[src/rtl/bus_pkg.sv]
//------------------------------------------------------------------------------
// Module : bus_pkg
// Brief  : Shared bus widths, slave register map and address-region decoder.
// Rev    : 1.0
//------------------------------------------------------------------------------
`default_nettype none

package bus_pkg;

    localparam int BUS_DATA_W = 32;
    localparam int BUS_ADDR_W = 8;

    localparam logic [5:0] RAM_LAST   = 6'h1F;
    localparam logic [5:0] CTRL_ADDR  = 6'h20;
    localparam logic [5:0] WRCNT_ADDR = 6'h21;
    localparam logic [5:0] RDCNT_ADDR = 6'h22;
    localparam logic [5:0] LADDR_ADDR = 6'h23;

    localparam int WP_BIT  = 0;
    localparam int CLR_BIT = 1;

    typedef enum logic [2:0] {
        REG_RAM   = 3'd0,
        REG_CTRL  = 3'd1,
        REG_WRCNT = 3'd2,
        REG_RDCNT = 3'd3,
        REG_LADDR = 3'd4,
        REG_RSVD  = 3'd5
    } region_e;

    function automatic region_e decode_region(input logic [5:0] addr);
        region_e r;
        if (addr <= RAM_LAST)          r = REG_RAM;
        else if (addr == CTRL_ADDR)    r = REG_CTRL;
        else if (addr == WRCNT_ADDR)   r = REG_WRCNT;
        else if (addr == RDCNT_ADDR)   r = REG_RDCNT;
        else if (addr == LADDR_ADDR)   r = REG_LADDR;
        else                           r = REG_RSVD;
        return r;
    endfunction

endpackage

`default_nettype wire

[src/rtl/sat_counter.sv]
//------------------------------------------------------------------------------
// Module : sat_counter
// Brief  : Saturating up-counter; clear has priority over increment.
// Rev    : 1.0
//------------------------------------------------------------------------------
`default_nettype none

module sat_counter #(
    parameter int WIDTH = 32
) (
    input  logic             clk,
    input  logic             reset_n,
    input  logic             inc_i,
    input  logic             clr_i,
    output logic [WIDTH-1:0] count_o
);

    logic [WIDTH-1:0] cnt_q;

    always_ff @(posedge clk or negedge reset_n) begin
        if (!reset_n) begin
            cnt_q <= '0;
        end else if (clr_i) begin
            cnt_q <= '0;
        end else if (inc_i && (cnt_q != {WIDTH{1'b1}})) begin
            cnt_q <= cnt_q + 1'b1;
        end
    end

    assign count_o = cnt_q;

endmodule

`default_nettype wire

[src/rtl/bus_mem_slave.sv]
//------------------------------------------------------------------------------
// Module : bus_mem_slave
// Brief  : Bus slave with 32x32 RAM, control/status registers and registered read data.
// Rev    : 1.0
//------------------------------------------------------------------------------
`default_nettype none

module bus_mem_slave
    import bus_pkg::*;
#(
    parameter int DATA_W = BUS_DATA_W,
    parameter int ADDR_W = BUS_ADDR_W,
    parameter int DEPTH  = 32
) (
    input  logic              clk,
    input  logic              reset_n,
    input  logic              S_sel,
    input  logic              S_wr,
    input  logic [ADDR_W-1:0] S_address,
    input  logic [DATA_W-1:0] S_din,
    output logic [DATA_W-1:0] S_dout
);

    localparam int IDX_W = $clog2(DEPTH);

    logic [DATA_W-1:0] ram_q [DEPTH];
    logic              wp_q;
    logic [ADDR_W-1:0] laddr_q;
    logic [DATA_W-1:0] dout_q;
    logic [DATA_W-1:0] dout_d;

    logic [DATA_W-1:0] w_wr_cnt;
    logic [DATA_W-1:0] w_rd_cnt;
    region_e           w_region;
    logic [IDX_W-1:0]  w_idx;
    logic              w_wr_acc;
    logic              w_rd_acc;
    logic              w_ram_wr;
    logic              w_ctrl_wr;
    logic              w_cnt_clr;
    logic              w_ram_rd;

    assign w_region  = decode_region(S_address[5:0]);
    assign w_idx     = S_address[IDX_W-1:0];
    // sel gates every other input so X on an unselected bus never propagates
    assign w_wr_acc  = S_sel && S_wr;
    assign w_rd_acc  = S_sel && !S_wr;
    assign w_ram_wr  = w_wr_acc && (w_region == REG_RAM) && !wp_q;
    assign w_ctrl_wr = w_wr_acc && (w_region == REG_CTRL);
    assign w_cnt_clr = w_ctrl_wr && S_din[CLR_BIT];
    assign w_ram_rd  = w_rd_acc && (w_region == REG_RAM);

    sat_counter #(.WIDTH(DATA_W)) u_wr_cnt (
        .clk     (clk),
        .reset_n (reset_n),
        .inc_i   (w_ram_wr),
        .clr_i   (w_cnt_clr),
        .count_o (w_wr_cnt)
    );

    sat_counter #(.WIDTH(DATA_W)) u_rd_cnt (
        .clk     (clk),
        .reset_n (reset_n),
        .inc_i   (w_ram_rd),
        .clr_i   (w_cnt_clr),
        .count_o (w_rd_cnt)
    );

    always_comb begin
        dout_d = '0;
        if (w_rd_acc) begin
            case (w_region)
                REG_RAM:   dout_d = ram_q[w_idx];
                REG_CTRL:  dout_d = {{(DATA_W-1){1'b0}}, wp_q};
                REG_WRCNT: dout_d = w_wr_cnt;
                REG_RDCNT: dout_d = w_rd_cnt;
                REG_LADDR: dout_d = {{(DATA_W-ADDR_W){1'b0}}, laddr_q};
                default:   dout_d = '0;
            endcase
        end
    end

    always_ff @(posedge clk or negedge reset_n) begin
        if (!reset_n) begin
            for (int i = 0; i < DEPTH; i++) begin
                ram_q[i] <= '0;
            end
        end else if (w_ram_wr) begin
            ram_q[w_idx] <= S_din;
        end
    end

    always_ff @(posedge clk or negedge reset_n) begin
        if (!reset_n) begin
            wp_q    <= 1'b0;
            laddr_q <= '0;
            dout_q  <= '0;
        end else begin
            dout_q <= dout_d;
            if (w_ctrl_wr) begin
                wp_q <= S_din[WP_BIT];
            end
            if (w_ram_wr) begin
                laddr_q <= S_address;
            end
        end
    end

    assign S_dout = dout_q;

endmodule

`default_nettype wire
[config.mk]
export PLATFORM = sky130hd
export DESIGN_NAME = bus_mem_slave
export DESIGN_NICKNAME = d
export VERILOG_FILES = /design/src/rtl/bus_pkg.sv /design/src/rtl/sat_counter.sv /design/src/rtl/bus_mem_slave.sv
export SDC_FILE = /design/constraint.sdc
export NUM_CORES = 2
export LEC_CHECK = 0
export ABC_AREA = 1
export CAP_MARGIN = 25
export CORE_UTILIZATION = 55
export DETAILED_ROUTE_END_ITERATION = 6
export GPL_ROUTABILITY_DRIVEN = 0
export PLACE_DENSITY = 0.68
export SYNTH_ARGS = -nofsm -noshare
export SYNTH_HDL_FRONTEND = slang
export SYNTH_SLANG_ARGS = --single-unit
[constraint.sdc]
create_clock -name clk -period 2.1 [get_ports clk]
set_input_delay 0.315 -clock clk [delete_from_list [all_inputs] [get_ports clk]]
set_output_delay 0.315 -clock clk [all_outputs]
set_load 0.02 [all_outputs]
==> summary.md <==
The flow ran to the end, but the final reports show violations. The final reports fail on DRC. Worst slew margin relative to its limit: 60.6%. The synthesized netlist net count is 7,915.

First-pass GRT wire length: 277,000 µm. Across all layers, the routed design uses 50,000 vias. The run gives 0 as the overall overflow remaining after global route. The register bit count reported by yosys was 1,129; the number of nets with antenna violations after routing was 0. After synthesis, the netlist uses 29 different library cells. The design draws 0.0491 W.

The run gives 0.000620 V as the highest ir drop seen on vdd. The number of warnings printed during yosys synthesis is 0. The clock-pin slew on the worst setup and hold paths is 0.05 ns. The final layout contains 7,963 nets.

The sum of routed wire length over all layers came out at 178,000 µm. Proportion of register bits with asynchronous set or reset after synthesis: 100%. TritonCTS built the clock tree. The die is 321 µm tall. Input and output buffers added on the ports amount to 75. The dominant combinational cell family by area after synthesis is simple AND/OR/NAND/NOR gates. For the area of the mapped netlist, the log shows 55,900 µm².

The number of detailed-route iterations in the first pass came out at 7. Dividing the detail-routed wire length by the instance count gives 19.0 µm. Fill cells in the final layout number 8,937.

Setup repair after global routing left no endpoint under its margin. After synthesis, the share of cell area in mux cells is 0%. Share of synthesized cell area in full adder, half adder and majority cells: 0.0448%.

STA classifies the critical path endpoint as a register. The minimum hold slack is 0.0957 ns, and the count of pins on the block boundary is 76. At the pin with the least slew margin, the transition time is 0.591 ns. Detailed placement ended at an HPWL of 114,000 µm. The initialized floorplan defines 116 standard-cell rows.

The clock arrives with 0.0239 ns of skew. The most used flip-flop cell after synthesis is sky130_fd_sc_hd__dfrtp_1. Synthesis produced 7,869 cells. No sink is reached through more buffers than the 3 on the longest clock path. The tools report the number of clock buffers inserted by TritonCTS as 130. The tool flagged a number of max-cap violations equal to 0. The die footprint is 103,000 µm², and the highest net fanout along the worst path is 11. After clock tree synthesis, the setup repair step added 0 buffers.

In the final layout, the share of cells above drive strength 1 is 7.52%. In this run the static leakage power is 32.1 nW. In this run the number of H-tree levels came out at 4.

The tools report the clock tree root driver cell as sky130_fd_sc_hd__clkbuf_16. The final number of hold-violating endpoints was 0; the post-synthesis compound-gate area fraction was 11.3%. The run gives 100,000 µm² as the area inside the core boundary.

The overall die width is 321 µm, and the minimum clock period is 2.02 ns. Critical path class: in2reg. The number of setup violations in the final report was 0; the proportion of synthesized chip area in sequential cells was 50.5%. Post-route DRC violation count: 1.

For this configuration, the core starts out at a cell density of 55.7%. STA puts the critical path data arrival time at 2.63 ns. For the number of pins with negative max-slew slack in the final report, the log shows 0. The worst setup path is launched from an input port. After the first detailed-routing iteration, the DRC count stood at 5,818.

The tree built by TritonCTS fans out to 1,129 sinks. The worst hold path belongs to the class in2async. The later pin in the worst-skew pair is clocked with a latency of 0.73 ns. The synthesized netlist devotes 0.235% of its cell area to XOR and XNOR gates.

STA puts the critical path data required time at 2.71 ns. Yosys mapped a number of flops with a built-in enable equal to 0. The area fraction in and, or, nand and nor cells after synthesis was 27.7%; the power per unit of standard cell area was 760 nW/µm². The number of global-route vias before repair is 46,900, and the initial antenna violation count is 2. The tools report the global-route total usage across every layer as 35.1%. Each instance of the synthesized netlist takes up on average 7.10 µm². The worst path uses 96.3% of the clock period. From synthesis to final layout, the design area changed by 15.5%. Dividing the detail-routed via count by the number of cells gives 5.34. Entering global routing, the biggest net connects 97 pins. The achievable clock frequency is 0.494 GHz.
[power by group]
group          total, W  switching [W]  leakage (nW)  internal (W)
Combinational   0.00480        0.00334          14.4       0.00146
Clock            0.0220        0.00903          2.04        0.0130
Sequential       0.0223       0.000266          15.7        0.0221
Total            0.0491         0.0126          32.1        0.0365
[critical path: stages]
cell	delay (ns)
sky130_fd_sc_hd__clkdlybuf4s50_1	0.54
sky130_fd_sc_hd__buf_4	0.24
sky130_fd_sc_hd__inv_2	0.16
sky130_fd_sc_hd__nor3_4	0.07
sky130_fd_sc_hd__buf_12	0.16
sky130_fd_sc_hd__buf_4	0.15
sky130_fd_sc_hd__nand2_1	0.06
sky130_fd_sc_hd__nand2_1	0.11
sky130_fd_sc_hd__nor2_1	0.26
sky130_fd_sc_hd__nand3_1	0.20
sky130_fd_sc_hd__a21oi_1	0.34
[cell usage after synthesis (all sizes together), types with 2 or more instances]
library cell,n,share of area [%]
xor2,15,0.24
dfrtp,1129,51
nand3,110,0.98
buf,106,0.93
nand4,16,0.20
nand2,3364,23
o22ai,35,0.39
nor3,47,0.59
a21oi,65,0.58
o21ai,1157,10
nand3b,4,0.054
ha,2,0.045
nor2,452,3.2
inv,974,6.5
clkbuf,392,2.6
[per-stage QoR]
stage          setup WS (ns)  instances  instance area, µm²  TNS [ns]  util, %
4_1_cts               0.0400       9364               64600         0     64.3
5_1_grt               0.0262       9366               64600         0     64.3
3_5_place_dp          -0.598       9141               60500   -163.49     60.2
6_report              0.0775       9366               64600         0     64.3
2_1_floorplan          0.262       7869               55900         0        -
3_3_place_gp          -0.576       9141               60500   -132.19     60.2
[final cells by class]
| type | instances | area [µm²] | area share [%] |
|---|---|---|---|
| Timing Repair Buffer | 414 | 4800 | 7.43 |
| Inverter | 975 | 3680 | 5.70 |
| Sequential cell | 1129 | 28300 | 43.7 |
| Multi-Input combinational cell | 5267 | 22000 | 34.1 |
| Tap cell | 1357 | 1700 | 2.63 |
| Clock buffer | 188 | 3860 | 5.98 |
| Clock inverter | 34 | 250 | 0.387 |
| Antenna cell | 2 | 5.00 | 0.00775 |
[cells by family (layout without fill, tap and decap cells)]
logic type,after synthesis,in the layout
compound gates,1257,1257
xor+xnor,15,15
fa+ha+maj,2,2
other cells,0,2
flops,1129,1129
buf+inv,1473,1611
simple gates,3993,3993
[layer usage]
metal	share of wire, %	up-vias	GRT usage (%)
met3	8.0	388	5.55
li1	-	24000	-
met2	45	1956	54.7
met5	0.0073	-	0
met4	4.5	2	15.6
met1	42	23700	48.6
[cells in the final DEF (no fill, tap or decap), types with 3 or more instances in the layout]
cell	synthesis	layout
sky130_fd_sc_hd__a21oi_1	65	65
sky130_fd_sc_hd__inv_1	965	965
sky130_fd_sc_hd__xor2_1	15	15
sky130_fd_sc_hd__inv_6	0	3
sky130_fd_sc_hd__nor3_4	8	8
sky130_fd_sc_hd__nand4_1	14	14
sky130_fd_sc_hd__clkbuf_8	0	23
sky130_fd_sc_hd__nand3b_1	4	4
sky130_fd_sc_hd__nand3_1	110	110
sky130_fd_sc_hd__dfrtp_1	1129	1129
sky130_fd_sc_hd__inv_2	8	4
sky130_fd_sc_hd__nor2_2	3	3
sky130_fd_sc_hd__clkbuf_1	392	28
sky130_fd_sc_hd__o22ai_1	35	35
sky130_fd_sc_hd__buf_12	0	122
sky130_fd_sc_hd__clkdlybuf4s50_1	0	46
sky130_fd_sc_hd__inv_8	0	3
sky130_fd_sc_hd__nor2_8	4	4
sky130_fd_sc_hd__clkbuf_16	0	138
sky130_fd_sc_hd__buf_4	6	216
sky130_fd_sc_hd__clkinv_2	0	26
sky130_fd_sc_hd__o21ai_0	854	854
sky130_fd_sc_hd__nand2_2	34	35
sky130_fd_sc_hd__nor3_1	38	38
sky130_fd_sc_hd__nor2_1	445	443
sky130_fd_sc_hd__nand2_1	3330	3328
sky130_fd_sc_hd__dlygate4sd2_1	0	25
sky130_fd_sc_hd__o21ai_1	302	302
[registers in the layout, summed over array words and instances, names as in the netlist]
name and cells:
S_dout 32, ram_q 1024, u_wr_cnt.count_o 32, laddr_q 8, wp_q 1, u_rd_cnt.count_o 32
[timing repair]
action | 4_1_cts | 5_1_grt
endpoints found under the hold margin | 543 | 0
hold buffers | 1 | 0
setup endpoints to repair | 25 | 31
gates resized for setup | 25 | 5
[worst paths after layout]
path | startpoint | endpoint | slack [ns] | cells past startpoint
setup reg to reg | u_wr_cnt.count_o[26]$_DFFE_PN0P_ | u_wr_cnt.count_o[25]$_DFFE_PN0P_ | 0.24 | 9
setup / recovery | S_address[4] | S_dout[11]$_DFF_PN0_ | 0.08 | 11
min in group clk | S_address[6] | laddr_q[6]$_DFFE_PN0P_ | 0.17 | 3
hold / removal | reset_n | ram_q[131]$_DFFE_PN0P_ | 0.1 | 2
max in group asynchronous | reset_n | ram_q[468]$_DFFE_PN0P_ | 1.03 | 4
hold reg to reg | ram_q[978]$_DFFE_PN0P_ | ram_q[978]$_DFFE_PN0P_ | 0.48 | 2
Note: power is estimated with default switching activity, not from simulation.
